File: config.mk
export PLATFORM = sky130hd
export DESIGN_NAME = dmem_request_ctrl
export DESIGN_NICKNAME = d
export VERILOG_FILES = /design/src/rtl/dmem_request_ctrl.sv
export SDC_FILE = /design/constraint.sdc
export NUM_CORES = 1
export LEC_CHECK = 0
export CORE_ASPECT_RATIO = 2
export CORE_UTILIZATION = 45
export CTS_CLUSTER_SIZE = 40
export DETAILED_ROUTE_END_ITERATION = 16
export PLACE_DENSITY = 0.7
export SYNTH_ARGS = -nofsm -noshare
export SYNTH_HDL_FRONTEND = slang
export SYNTH_SLANG_ARGS = --single-unit
File: constraint.sdc
create_clock -name clk -period 2.7 [get_ports clk]
set_input_delay 0.27 -clock clk [delete_from_list [all_inputs] [get_ports clk]]
set_output_delay 0.27 -clock clk [all_outputs]
set_load 0.01 [all_outputs]
File: src/rtl/dmem_request_ctrl.sv
// Purpose : word-level CPU load/store front end for a byte-wide banked DMEM;
//           stores are one word-wide write cycle, loads are four byte reads
//           assembled into a 32-bit word.
// Latency : store resp_valid 2 cycles after acceptance, load resp_valid 6 cycles after.
// Backpressure: req_ready is high only in IDLE (and not in reset); one request in flight.
//
// Ports:
//   clk, reset                 single clock, synchronous active-high reset
//   req_valid/req_ready        CPU request handshake
//   req_write/addr/wdata       request payload (latched on acceptance)
//   resp_valid/resp_rdata      one-cycle completion pulse and load data
//   mem_address/data_in/rw     DMEM command (rw = 1 write strobe)
//   mem_data_out               DMEM read byte for the previous cycle's address
module dmem_request_ctrl #(
    parameter int ADDR_W     = 13,
    parameter int BIG_ENDIAN = 0
) (
    input  logic              clk,
    input  logic              reset,
    input  logic              req_valid,
    output logic              req_ready,
    input  logic              req_write,
    input  logic [ADDR_W-1:0] req_addr,
    input  logic [31:0]       req_wdata,
    output logic              resp_valid,
    output logic [31:0]       resp_rdata,
    output logic [ADDR_W-1:0] mem_address,
    output logic [31:0]       mem_data_in,
    output logic              mem_read_write,
    input  logic [7:0]        mem_data_out
);

    typedef enum logic [1:0] {
        S_IDLE = 2'd0,
        S_WR   = 2'd1,
        S_RD   = 2'd2,
        S_RESP = 2'd3
    } state_t;

    state_t            r_state;
    logic [2:0]        r_k;
    logic              r_write;
    logic [ADDR_W-1:0] r_addr;
    logic [31:0]       r_wdata;
    logic [31:0]       r_asm;
    logic              r_resp_vld;
    logic [31:0]       r_resp_rdata;

    logic              w_accept;
    logic [1:0]        w_idx;
    logic [1:0]        w_lane;
    logic [31:0]       w_asm_next;
    logic [ADDR_W-1:0] w_mem_addr;
    logic [31:0]       w_mem_wdata;
    logic              w_mem_rw;

    assign req_ready = (r_state == S_IDLE) && !reset;
    assign w_accept  = req_valid && req_ready;

    // On RD cycle k the incoming byte is byte k-1 of the word (read latency 1).
    // For k = 4 the low bits wrap to 0, so k-1 gives lane 3 as required.
    assign w_idx  = r_k[1:0] - 2'd1;
    assign w_lane = (BIG_ENDIAN != 0) ? ~w_idx : w_idx;

    always_comb begin
        w_asm_next = r_asm;
        w_asm_next[{w_lane, 3'b000} +: 8] = mem_data_out;
    end

    // DMEM command is a pure decode of registered state; zero outside WR/RD.
    always_comb begin
        w_mem_addr  = '0;
        w_mem_wdata = '0;
        w_mem_rw    = 1'b0;
        case (r_state)
            S_WR: begin
                w_mem_addr  = r_addr;
                w_mem_wdata = r_wdata;
                w_mem_rw    = r_write;
            end
            S_RD: begin
                // Address arithmetic wraps naturally at ADDR_W bits.
                if (r_k <= 3'd3) begin
                    w_mem_addr = r_addr + ADDR_W'(r_k);
                end
            end
            default: ;
        endcase
    end

    assign mem_address    = w_mem_addr;
    assign mem_data_in    = w_mem_wdata;
    // The write strobe is suppressed combinationally in any reset cycle.
    assign mem_read_write = w_mem_rw && !reset;
    assign resp_valid     = r_resp_vld;
    assign resp_rdata     = r_resp_rdata;

    always_ff @(posedge clk) begin
        if (reset) begin
            r_state      <= S_IDLE;
            r_k          <= 3'd0;
            r_write      <= 1'b0;
            r_addr       <= '0;
            r_wdata      <= '0;
            r_asm        <= '0;
            r_resp_vld   <= 1'b0;
            r_resp_rdata <= '0;
        end else begin
            r_resp_vld <= 1'b0;
            case (r_state)
                S_IDLE: begin
                    if (w_accept) begin
                        r_write <= req_write;
                        r_addr  <= req_addr;
                        r_wdata <= req_wdata;
                        r_k     <= 3'd0;
                        r_asm   <= '0;
                        r_state <= req_write ? S_WR : S_RD;
                    end
                end
                S_WR: begin
                    r_resp_vld <= 1'b1;
                    r_state    <= S_RESP;
                end
                S_RD: begin
                    if (r_k != 3'd0) begin
                        r_asm <= w_asm_next;
                    end
                    if (r_k == 3'd4) begin
                        // Last byte goes straight into the response word so the
                        // result is visible in the RESP cycle.
                        if (!r_write) begin
                            r_resp_rdata <= w_asm_next;
                        end
                        r_resp_vld <= 1'b1;
                        r_state    <= S_RESP;
                    end else begin
                        r_k <= r_k + 3'd1;
                    end
                end
                S_RESP: begin
                    r_state <= S_IDLE;
                end
                default: r_state <= S_IDLE;
            endcase
        end
    end

endmodule

Yosys cells after proc, flatten, opt, wreduce, memory -nomap -nowiden:

Cells that the tools add are included.

* add/sub/neg operators: 4
* order comparisons: 1
* eq/ne operators: 8
* shift-type cells: 2
* multiplexer cells: 17
* bitwise logic cells: 1
* reduce and logical (&&, ||, !) cells: 12

Operator list (number)
* 32-bit 2-to-1 mux: 3
* 32-bit case mux with 2 select lines: 1
* 32-bit bitwise mux: 1
* 8-bit by 7-bit variable shift with 32-bit output, first input constant: 1
* 8-bit by 7-bit variable part select with 32-bit output: 1
* 13-bit case mux with 2 select lines: 1
* 13-bit by 3-bit adder with 13-bit output: 1
* 13-bit 2-to-1 mux: 1
* 3-bit AND reduction: 3
* 2-bit != test, second input constant: 4
* 2-bit case mux with 4 select lines: 1
* 5-bit negation with 7-bit output: 1
* 2-bit 2-to-1 mux: 3
* 3-bit 2-to-1 mux: 2
* 3-bit case mux with 2 select lines: 1
* 2-bit equality test, second input constant: 2
* 2-bit AND reduction: 2
* 3-bit by 1-bit adder with 3-bit output, second input constant: 1
* 3-bit equality test, second input constant: 1
* 3-bit by 2-bit <= comparator with 1-bit output, second input constant: 1
* 1-bit logical AND: 3
* 3-bit nonzero test: 1
* 2-bit by 1-bit equality test with 1-bit output, second input constant: 1
* 2-bit zero test: 1
* 6 further kinds: 7

* flip-flop bits (word level): 116
* input bits: 57
* output and inout bits: 80
* word-level logic and storage cells: 53

Logic depth before layout (Yosys ltp):

* depth after elaboration: 6
* gate-level depth with buffers: 9
* gate-level depth less buffers: 7

Worst setup path before layout:

No wires, ideal clock.

* kind: register to output
* from: register r_k[0]
* to: output mem_address[6]
* arrival time: 1.887 ns
* required time: 2.430 ns
* setup slack: 0.543 ns
* cell stages (with the launch flop): 8
* path buffers: 0
* path through: dfxtp_1 -> ha_1 -> inv_1 -> fa_1 -> nor2b_1 -> o21ai_1 -> o21ba_2 -> a311oi_1

* cells in the longest elaborated chain, start to end: 3
* elaborated cells on any way between the ends: 4
* classes of those cells: add/sub: 1; order compare: 1; mux: 2

Ends and longest elaborated chain
* from (decl): line 41 `logic [2:0] r_k;`
* from (signal assigned): line 138 `r_k <= r_k + 3'd1;`
* 13-bit by 3-bit adder with 13-bit output or 3-bit by 2-bit <= comparator with 1-bit output (tied branches): line 84, 83
* 13-bit 2-to-1 mux (*): line 83 `if (r_k <= 3'd3) begin`
* 13-bit case mux with 2 select lines (*): line 75 `case (r_state)`
* to (decl): line 27 `output logic [ADDR_W-1:0] mem_address,`

Every way passes the cells marked *; elsewhere a longest branch is shown, timed or not.

Worst setup path in the final report:

* from: register r_addr[0]
* to: output mem_address[12]

* cells in the longest elaborated chain, start to end: 3

Ends and longest elaborated chain
* from (decl): line 43 `logic [ADDR_W-1:0] r_addr;`
* from (signal assigned): line 114 `r_addr <= req_addr;`
* 13-bit by 3-bit adder with 13-bit output: line 84 `w_mem_addr = r_addr + ADDR_W'(r_k);`
* 13-bit 2-to-1 mux: line 83
* 13-bit case mux with 2 select lines: line 75

No other way between the ends.

==> run_results.csv <==
group,metric,value,unit
sta,setup_viol,0,
floorplanning,ios,137,
place,io_buffers,136,
layout,final_cell_mix,"clkdlybuf4s50_1 (125), dfxtp_1 (114), nand2b_1 (71)",
clock_tree,ctsHoldBuffers,0,
sta,hold_viol_final,0,
synth,syn_area,0.005434,mm2
drt,vias,5099,
clock_tree,worstSkewPairLatency,410,ps
synth,syn_nets,708,
global_route,grt_pass1_wl,24240,um
synth,synth_top_area_share,42.74,%
critical_path,cp_max_fo,6,
clock_tree,clock-sinks,116,
layout,final_common_cell,"clkdlybuf4s50_1",
critical_path,r2r_end,"r_asm[2]",
critical_path,slowest_stage,"o311a_1",
synth,synthSimpleGateAreaFrac,27.40,%
critical_path,r2r_slack,590,ps
sta,fin_skew,6.234,ps
critical_path,critPathLaunchType,"flip-flop",
hold_path,holdCritStartpoint,"reset",
drt,via_per_inst,5.489,
synth,synth_area_per_cell,8.531,um2
synth,synthFlopType,"dfxtp_1",
drt,drtIter0Drc,234,
clock_tree,cts_tree,"done",
critical_path,cp_slowest_stage_delay,390,ps
sta,worst_pin_slew,669.8,ps
global_route,grt_pass1_vias,5088,
critical_path,crit_family,"compound AO/OA/AOI/OAI gates",
clock_tree,cts_root_buffer,"clkbuf_16",
layout,insertedDiodeCount,0,
layout,final_cell_area,0.007670,mm2
critical_path,cp_cell_sequence,"ha_2, inv_1, fa_2, nor2b_2, buf_4, o21ai_4, o311a_1, o22a_1, clkbuf_2",
hold_path,hp-class,"input pin to flip-flop",
place,gp_congestion,0.8285,
global_route,antenna_found_initial,0,
drt,wl_met2,8431,um
place,dp_hpwl,10630,um
drt,dr.pass1.iters,5,
clock_tree,clock_path_buffers,2,
sta,fin_hold_ws,367.4,ps
synth,yosys.area.top_type,"dfxtp_1",
synth,ys_warn_count,0,
synth,ys_seq_elements,116,
critical_path,criticalPathCategory,"flip-flop to primary output",
synth,synthAdderAreaFrac,3.362,%
flow_run,cap_violations,0,
power,power.leakage,2.742,nW
sta,fmax,0.3757,GHz
sta,period_needed,2662,ps
global_route,grt_usage,25.16,%
layout,syn_to_final_growth,41.15,%
critical_path,required,2430,ps
synth,synth_seq_area_share,42.74,%
drt,ant_nets,0,
sta,rsz0062_at_grt,"yes",
hold_path,worstHoldEndpoint,"resp_rdata[18]",
clock_tree,cts_buffers,17,
critical_path,path_buf_inv,3,
synth,yosys.cell_types.count,53,
layout,drive_gt1_share,11.35,%
synth,synthMuxAreaShare,0,%
synth,syn_inst,637,
floorplanning,initial_core_util,46.16,%
critical_path,startpoint,"r_addr[0]",
synth,synth_top_family_by_area,"simple AND/OR/NAND/NOR gates",
global_route,grt_max_degree,93,
floorplanning,dieArea,0.01255,mm2
layout,nets,843,
place,dpl-instance-area,0.006970,mm2
power,ir_drop,672.7,uV
critical_path,timing.rr.start,"r_state[0]",
power,power.density,815.1,mW/mm2
critical_path,arrival,2390,ps
place,placed_cells,895,
synth,yosys-top-cells-area,"dfxtp_1 (43%), nand2b_1 (8.2%), a22o_1 (5.0%)",
power,total_power,6.252,mW
synth,synthArstFlopShare,0,%
drt,drt-total-wl,15140,um
drt,top_layer_used,"met4",
drt,wire_per_inst,16.30,um
floorplanning,fp.coreArea,0.01177,mm2
floorplanning,rows,56,
layout,stdcell_count,929,
drt,met3_wirelength,768,um
drt,wl_met1,5407,um
critical_path,cp_num_cells,9,
critical_path,crit_path_end_kind,"primary output",
critical_path,rr_worst_depth,7,
synth,synthXorXnorAreaFrac,0.1612,%
sta,drv_slew,0,
sta,relSlewSlack,55.14,%
drt,drc_errors,0,
clock_tree,path_clk_slew,50,ps
global_route,gr-total-overflow,0,
floorplanning,dieWidth,79.70,um
floorplanning,die_h,157.4,um
clock_tree,h-tree-depth,4,
synth,synth_compound_area_share,21.81,%
sta,fin_crit_sh,98.58,%
outcome,outcome,"finished, final reports clean",
hold_path,holdPathStages,2,
synth,synth_edf_count,0,
==> layout make-up <==
class	instances	area (um2)
Inverter	13	48.80
Timing Repair Buffer	160	1539
Sequential cell	116	2325
Fill cell	995	4101
Clock buffer	21	460.4
Tap cell	145	181.4
Multi-Input combinational cell	464	2937
Clock inverter	10	178.9
==> stage by stage <==
stage               util [%]  TNS [ps]  setup slack [ps]
finish                 65.16         0             38.26
global route           65.16    -60.02            -59.64
CTS                    65.02    -160.4            -139.7
detailed placement     59.22    -3.159            -3.159
global placement       59.22         0             23.21
floorplan                  -         0             542.7
==> worst max path at each step <==
stage | to | slack [ps]
global route | mem_address[12] | -60
CTS | mem_address[12] | -140
finish | mem_address[12] | 40
detailed placement | mem_address[4] | -3
floorplan | mem_address[6] | 540
global placement | mem_address[6] | 20
==> flip-flops by register name, summed over array words and instances (netlist names) <==
| register | flops |
|---|---|
| r_addr | 13 |
| r_asm | 32 |
| r_k | 3 |
| r_state | 2 |
| r_wdata | 32 |
| r_write | 1 |
| resp_rdata | 32 |
| resp_valid | 1 |
==> kinds of logic (layout without fill, tap and decap cells) <==
| logic type | after synthesis | count (layout) |
|---|---|---|
| adder cells (fa/ha/maj) | 14 | 14 |
| XOR/XNOR | 1 | 1 |
| buffers and inverters | 57 | 204 |
| AND/OR/NAND/NOR | 282 | 282 |
| AO/OA/AOI/OAI | 167 | 167 |
| flip-flops | 116 | 116 |
==> power by group <==
| group | switching (mW) | internal [mW] | leakage (nW) | total [mW] |
|---|---|---|---|---|
| registers | 0.128 | 1.90 | 0.943 | 2.03 |
| logic | 1.04 | 0.734 | 1.48 | 1.78 |
| clock network | 0.774 | 1.67 | 0.317 | 2.45 |
| total | 1.94 | 4.31 | 2.74 | 6.25 |
==> layer usage <==
layer	vias to the layer above	GRT usage, %
li1	2501	-
met1	2385	23.50
met2	172	47.78
met3	41	7.710
met4	0	12.12
met5	-	0
==> Yosys cell counts (4+ instances only) <==
cell type / instances
nor2_1: 43
a22o_1: 31
clkbuf_1: 23
ha_1: 13
nor2_2: 4
nand2_1: 65
a31oi_1: 4
a21oi_1: 15
a211oi_1: 12
dfxtp_1: 116
a311oi_1: 28
nor2b_1: 20
nand3_1: 28
o21ai_0: 14
o21ai_1: 35
buf_2: 19
nand2b_1: 71
and2_1: 34
inv_1: 13
==> timing repair <==
item,4_1_cts,5_1_grt
gates resized for setup,34,12
pin swaps,3,1
setup endpoints to repair,12,7
setup buffers,3,0
No activity file was read; power rests on OpenSTA's default activity.
